<file path="src/rtl/pe_feeder.sv">
// pe_feeder: job sequencer in front of a pe_core MAC.
// A job clears the core accumulator for one cycle, streams K operand pairs
// through a valid/ready handshake, waits out the core pipeline for four
// cycles, then captures the core result and pulses done.
module pe_feeder #(
  parameter int W_IN  = 8,
  parameter int W_ACC = 24,
  parameter int W_LEN = 8
) (
  input  logic                    clk,
  input  logic                    reset_n,
  input  logic                    start,
  input  logic [W_LEN-1:0]        len,
  input  logic                    relu,
  input  logic                    op_valid,
  output logic                    op_ready,
  input  logic [W_IN-1:0]         op_a,
  input  logic signed [W_IN-1:0]  op_b,
  output logic                    pe_en,
  output logic                    mode_sel,
  output logic                    reg_reset,
  output logic [W_IN-1:0]         a_mul,
  output logic signed [W_IN-1:0]  b_mul,
  input  logic signed [W_ACC-1:0] pe_results,
  output logic                    busy,
  output logic                    done,
  output logic signed [W_ACC-1:0] result
);

  // Cycles spent waiting for the core pipeline to settle after the last term.
  localparam int DRAIN_CYC = 4;

  typedef enum logic [1:0] {IDLE, CLEAR, ISSUE, DRAIN} state_t;

  state_t           state;
  logic [W_LEN-1:0] len_q;
  logic             relu_q;
  logic [W_LEN-1:0] term_cnt;
  logic [1:0]       drain_cnt;
  logic             hs;
  logic             last_term;

  // Operands pass straight through; the core ignores them unless pe_en is high.
  assign a_mul = op_a;
  assign b_mul = op_b;

  // A term is issued whenever the feeder is ready and the source has a pair.
  assign hs        = op_ready & op_valid;
  assign pe_en     = hs;
  assign last_term = (term_cnt == len_q - W_LEN'(1));

  assign busy     = (state != IDLE);
  assign mode_sel = relu_q;

  // Job sequencing FSM with registered control outputs.
  always_ff @(posedge clk or negedge reset_n) begin
    if (!reset_n) begin
      state     <= IDLE;
      len_q     <= '0;
      relu_q    <= 1'b0;
      term_cnt  <= '0;
      drain_cnt <= '0;
      op_ready  <= 1'b0;
      reg_reset <= 1'b0;
      done      <= 1'b0;
      result    <= '0;
    end else begin
      done <= 1'b0;
      case (state)
        IDLE: begin
          // Zero-length jobs are dropped without leaving IDLE.
          if (start && (len != '0)) begin
            state     <= CLEAR;
            len_q     <= len;
            relu_q    <= relu;
            term_cnt  <= '0;
            reg_reset <= 1'b1;
          end
        end
        CLEAR: begin
          state     <= ISSUE;
          reg_reset <= 1'b0;
          op_ready  <= 1'b1;
        end
        ISSUE: begin
          if (hs) begin
            // Counter stops at len_q, so it never wraps even for the max job.
            term_cnt <= term_cnt + W_LEN'(1);
            if (last_term) begin
              state     <= DRAIN;
              op_ready  <= 1'b0;
              drain_cnt <= '0;
            end
          end
        end
        DRAIN: begin
          drain_cnt <= drain_cnt + 2'd1;
          if (drain_cnt == 2'(DRAIN_CYC - 1)) begin
            state  <= IDLE;
            result <= pe_results;
            done   <= 1'b1;
          end
        end
        default: state <= IDLE;
      endcase
    end
  end

endmodule

</file>
<file path="config.mk">
export PLATFORM = sky130hd
export DESIGN_NAME = pe_feeder
export DESIGN_NICKNAME = d
export VERILOG_FILES = /design/src/rtl/pe_feeder.sv
export SDC_FILE = /design/constraint.sdc
export NUM_CORES = 1
export LEC_CHECK = 0
export ABC_AREA = 1
export BUFFER_PORTS_ARGS = -buffer_cell sky130_fd_sc_hd__buf_2
export CAP_MARGIN = 5
export CORE_MARGIN = 2
export CORE_UTILIZATION = 49
export CTS_CLUSTER_SIZE = 30
export DETAILED_ROUTE_END_ITERATION = 10
export PLACE_DENSITY = 0.8
export SETUP_SLACK_MARGIN = 0.02
export SYNTH_ARGS = -nofsm -noshare
export SYNTH_HDL_FRONTEND = slang
export SYNTH_SLANG_ARGS = --single-unit
</file>
<file path="constraint.sdc">
create_clock -name clk -period 1.78 [get_ports clk]
set_input_delay 0.089 -clock clk [delete_from_list [all_inputs] [get_ports clk]]
set_output_delay 0.089 -clock clk [all_outputs]
set_load 0.01 [all_outputs]
</file>
# After elaboration in Yosys (flattened, before gate mapping)
# Index checks and enable logic that the tools add are counted.
# totals
ff_bits	48
inputBits	53
elab_cells	55
# op_classes
addsub	3
n_eq_ne	9
muxes	18
bitwise	1
reduce_logical	15
# op_table
cell	count
$mux 8	2
$pmux 8 s2	1
$mux 2	6
$reduce_bool 2->1	5
$reduce_and 3->1	3
$add 8x1->8 const B	1
$eq 8x8->1	1
$ne 2x2->1 const B	4
$pmux 2 s4	1
$reduce_bool 8->1	1
$sub 8x1->8 const B	1
$eq 2x2->1 const B	3
$reduce_and 2->1	3
$mux 1	5
$pmux 1 s2	2
$pmux 2 s2	1
$reduce_and 4->1	1
$add 2x1->2 const B	1
$eq 2x1->1 const B	1
$logic_not 2->1	1
$and 1x1->1	1
$logic_and 1x1->1	1

# Longest topological paths before layout
# logic_depth
word_depth	5
depth_mapped	13

# Worst setup path after synthesis
# OpenSTA, ideal clock, no wires.
# synth_path
path_kind	reg-to-reg
startpoint	register len_q[0]
endpoint	register state[1]
setup_ps	117
t_arrival_ps	1500
required_ps	1663
slack_ps	163
stages_incl_launch_ff	14
period_less_slack_ps	1617
cell_sequence	dfrtp_1 > inv_2 > ha_1 > or2_1 > nand2_1 > nand2_1 > nand2_1 > nand3_2 > nor2_2 > nand2_1 > nand2_2 > nand2_2 > nand2_1 > nand2_1
# synth_between
elab_chain_len	4
# synth_lines
item	line	text
from (decl)	36	logic [W_LEN-1:0] len_q;
from (signal assigned)	74	len_q <= len;
$sub 8x1->8	50	assign last_term = (term_cnt == len_q - W_LEN'(1));
$eq 8x8->1	50	
$ne 2x2->1 (no source line)	-	
$reduce_and 4->1 (no source line)	-	
to (signal assigned)	58	state <= IDLE;
to (signal assigned)	73	state <= CLEAR;
to (signal assigned)	81	state <= ISSUE;
to (decl)	35	state_t state;
# No other way between the ends.
# A chain may end at the register's enable or synchronous reset.

# Final worst setup path
# layout_path
startpoint	register len_q[1]
endpoint	register state[0]
# The elaborated chain is that of the path after synthesis.

==> impl_metrics.tcl <==
set metrics [dict create \
    status "completed" \
    fin_area_mm2 0.00327 \
    slowest_stage "dfrtp_1" \
    hold_path.startpoint "relu" \
    crit_start "len_q[1]$_DFFE_PN0P_" \
    leakage_uw 0.00172 \
    reg2reg_from "len_q[1]$_DFFE_PN0P_" \
    synth_edf_count 0 \
    min_path_type "in -> reg" \
    track_usage 0.221 \
    start_util 0.500 \
    vdd_ir_drop_max_v 0.000787 \
    path_class "reg -> reg" \
    p_per_area_mw_per_mm2 1550 \
    rows 26 \
    antenna_found_initial 0 \
    grt_max_degree 49 \
    tightestPinTransition_ps 593 \
    gp_congestion 0.910 \
    syn_to_final_growth_pct 29.6 \
    first_global_vias 2253 \
    clock_tree.root_cell "clkbuf_8" \
    port_buffers 66 \
    fillers 404 \
    rsz0062_at_grt "yes" \
    cap_viol_max_count 0 \
    grt_first_pass_wirelength_um 9670 \
    clk_pin_slew_worst_paths_ps 80 \
    htreeDepth 2 \
    wirelength_um 5920 \
    fin_skew_ps 4.88 \
    final_common_cell "nand2_1" \
    coreArea_mm2 0.00504 \
    timing.rr.end "state[0]$_DFFE_PN0P_" \
    r2r_slack_ps 50 \
    cts_sinks 48 \
    ys_ff_latch 48 \
    dr.first_iter.drc_count 83 \
    avgSynthCellArea_um2 7.90 \
    place_area_mm2 0.00283 \
    cpMostUsedCell "nand2_1" \
    yosysWarnings 0 \
    synth_cell_type_count 27 \
    crit_fanout 5 \
    utilization 0.648 \
    drtPass1Iterations 4 \
    maxSlewHeadroom 0.605 \
    detail-route-antenna-nets 0 \
    fin_setup_tns_ps 0 \
    cp_slowest_stage_delay_ps 400 \
    synth_nets 380 \
    antennaDiodeCount 0 \
    cp.arrival_ps 1930 \
    netlist_area_mm2 0.00252 \
    die_area_mm2 0.00574 \
    ios 99 \
    clk_latency_ps 300 \
    drc 0 \
    die_w_um 75.7 \
    cp-end-kind "flip-flop" \
    min_period_ps 1730 \
    hold_violations 0 \
    fp.dieH_um 75.7 \
    numCtsBuffers 5 \
    post_drt_wl_per_cell_um 12.4 \
    maxSlewViolCount 0 \
    reg2reg_depth 13 \
    worstPathRequired_ps 1980 \
    fin_nets 466 \
    crit_family "simple AND/OR/NAND/NOR gates" \
    cts.path.max_buffers 2 \
    cts_tree "built" \
    setup_ws_ps 46.5 \
    ys_seq_area_frac 0.476 \
    hpwl_um 3860 \
    drive_gt1_frac 0.261 \
    async_flop_share 1.00 \
    crit_chain "inv_2 > ha_4 > or2_1 > nand2_1 > nand2_1 > nand2_2 > nand3_2 > nor2_2 > nand2_1 > nand2_2 > nand2_2 > nand2_1 > nand2_1" \
    synth_flop_cell "dfrtp_1" \
    synthCells 319 \
    min_path_cells 2 \
    layout_common_cells "nand2_1 (131), buf_2 (66), dfrtp_1 (48)" \
    period_share 0.974 \
    vias_per_cell 4.81 \
    start_kind "flip-flop" \
    critical_path_buf_inv_count 1 \
    place_ws_ps 11.4 \
    hold_end "mode_sel$_DFFE_PN0P_" \
    grt_overflow 0 \
    setup_viol 0 \
    vias 2289 \
    holdWs_ps 22.2 \
    max_freq_ghz 0.577 \
]
cells in the mapped netlist, types with 2 or more instances:
| library cell | n | area [um^2] |
|---|---|---|
| or2_2 | 2 | 12.5 |
| nor2_1 | 8 | 30.0 |
| inv_2 | 4 | 15.0 |
| a22oi_1 | 2 | 15.0 |
| nor3_1 | 4 | 20.0 |
| xnor2_1 | 3 | 26.3 |
| nand2_2 | 4 | 25.0 |
| nor2_2 | 3 | 18.8 |
| xor2_1 | 6 | 52.6 |
| dfrtp_1 | 48 | 1200 |
| clkbuf_1 | 4 | 15.0 |
| o21ai_0 | 11 | 55.1 |
| a21oi_1 | 2 | 10.0 |
| nand3_1 | 16 | 80.1 |
| ha_1 | 8 | 100 |
| nand2_1 | 132 | 495 |
| o21ai_1 | 2 | 10.0 |
| inv_1 | 28 | 105 |
| buf_4 | 17 | 128 |
| nand4_1 | 4 | 25.0 |
| o31ai_1 | 5 | 37.5 |
flip-flops by register name, summed over array words and instances (netlist names):
| register | flops |
|---|---|
| reg_reset | 1 |
| len_q | 8 |
| op_ready | 1 |
| term_cnt | 8 |
| result | 24 |
| mode_sel | 1 |
| state | 2 |
| done | 1 |
| drain_cnt | 2 |
worst reg2reg max path: cells and delay by family (launching register included):
kind	cells	cell delay [ps]
simple gates	11	1000
flops	1	400
fa+ha+maj	1	170
buf+inv	1	60
power breakdown:
part           switching, uW  leakage, uW  internal (uW)
logic                   1370      0.00109           1010
clock network            365    0.0000541            416
registers                351     0.000576           1550
total                   2090      0.00172           2980
layer usage:
layer | up-vias | wire [um] | GRT usage | share of wire
met5 | - | 0 | 0 | 0
met4 | 0 | 110 | 0.0799 | 0.019
met3 | 14 | 406 | 0.0675 | 0.069
met2 | 77 | 3000 | 0.392 | 0.51
met1 | 1056 | 2400 | 0.251 | 0.41
li1 | 1142 | - | - | -
worst max path at each step:
stage	endpoint	slack [ps]	cells past startpoint
after floorplan	state[1]$_DFFE_PN0P_	160	13
after global placement	state[1]$_DFFE_PN0P_	90	13
after detailed placement	state[1]$_DFFE_PN0P_	10	13
after CTS	state[0]$_DFFE_PN0P_	40	13
after global routing	state[1]$_DFFE_PN0P_	-90	13
final	state[0]$_DFFE_PN0P_	50	13
logic make-up (layout without fill, tap and decap cells):
| group | after synthesis | in the layout | share of synthesized area |
|---|---|---|---|
| XOR/XNOR | 9 | 9 | 0.0313 |
| multiplexers | 1 | 1 | 0.00447 |
| AO/OA/AOI/OAI | 22 | 22 | 0.0506 |
| AND/OR/NAND/NOR | 176 | 176 | 0.290 |
| adder cells (fa/ha/maj) | 8 | 8 | 0.0397 |
| buffers and inverters | 55 | 142 | 0.108 |
| flip-flops | 48 | 48 | 0.476 |
per-stage QoR:
stage / cells / total power, uW
5_1_grt: 476 / 5520
6_report: 476 / 5070
3_3_place_gp: 438 / 3960
3_5_place_dp: 438 / 4040
2_1_floorplan: 319 / 3350
4_1_cts: 472 / 4900
repair_timing:
action | 4_1_cts | 5_1_grt
buffers inserted | 1 | 4
resized for setup | 0 | 10
setup endpoints to repair | 2 | 12
hold buffers | 25 | 0
hold endpoints to repair | 72 | 0
pin swaps | 0 | 5
layout make-up:
type                    instances  area, um^2  area share
well taps                      70        87.6      0.0268
clock inverters                 3        42.5      0.0130
flip-flops and latches         48        1200       0.368
multi-input cells             216        1090       0.332
inverters                      33         126      0.0387
repair buffers                101         656       0.201
clock buffers                   5        68.8      0.0211
Power figures use the tool's default switching activity.
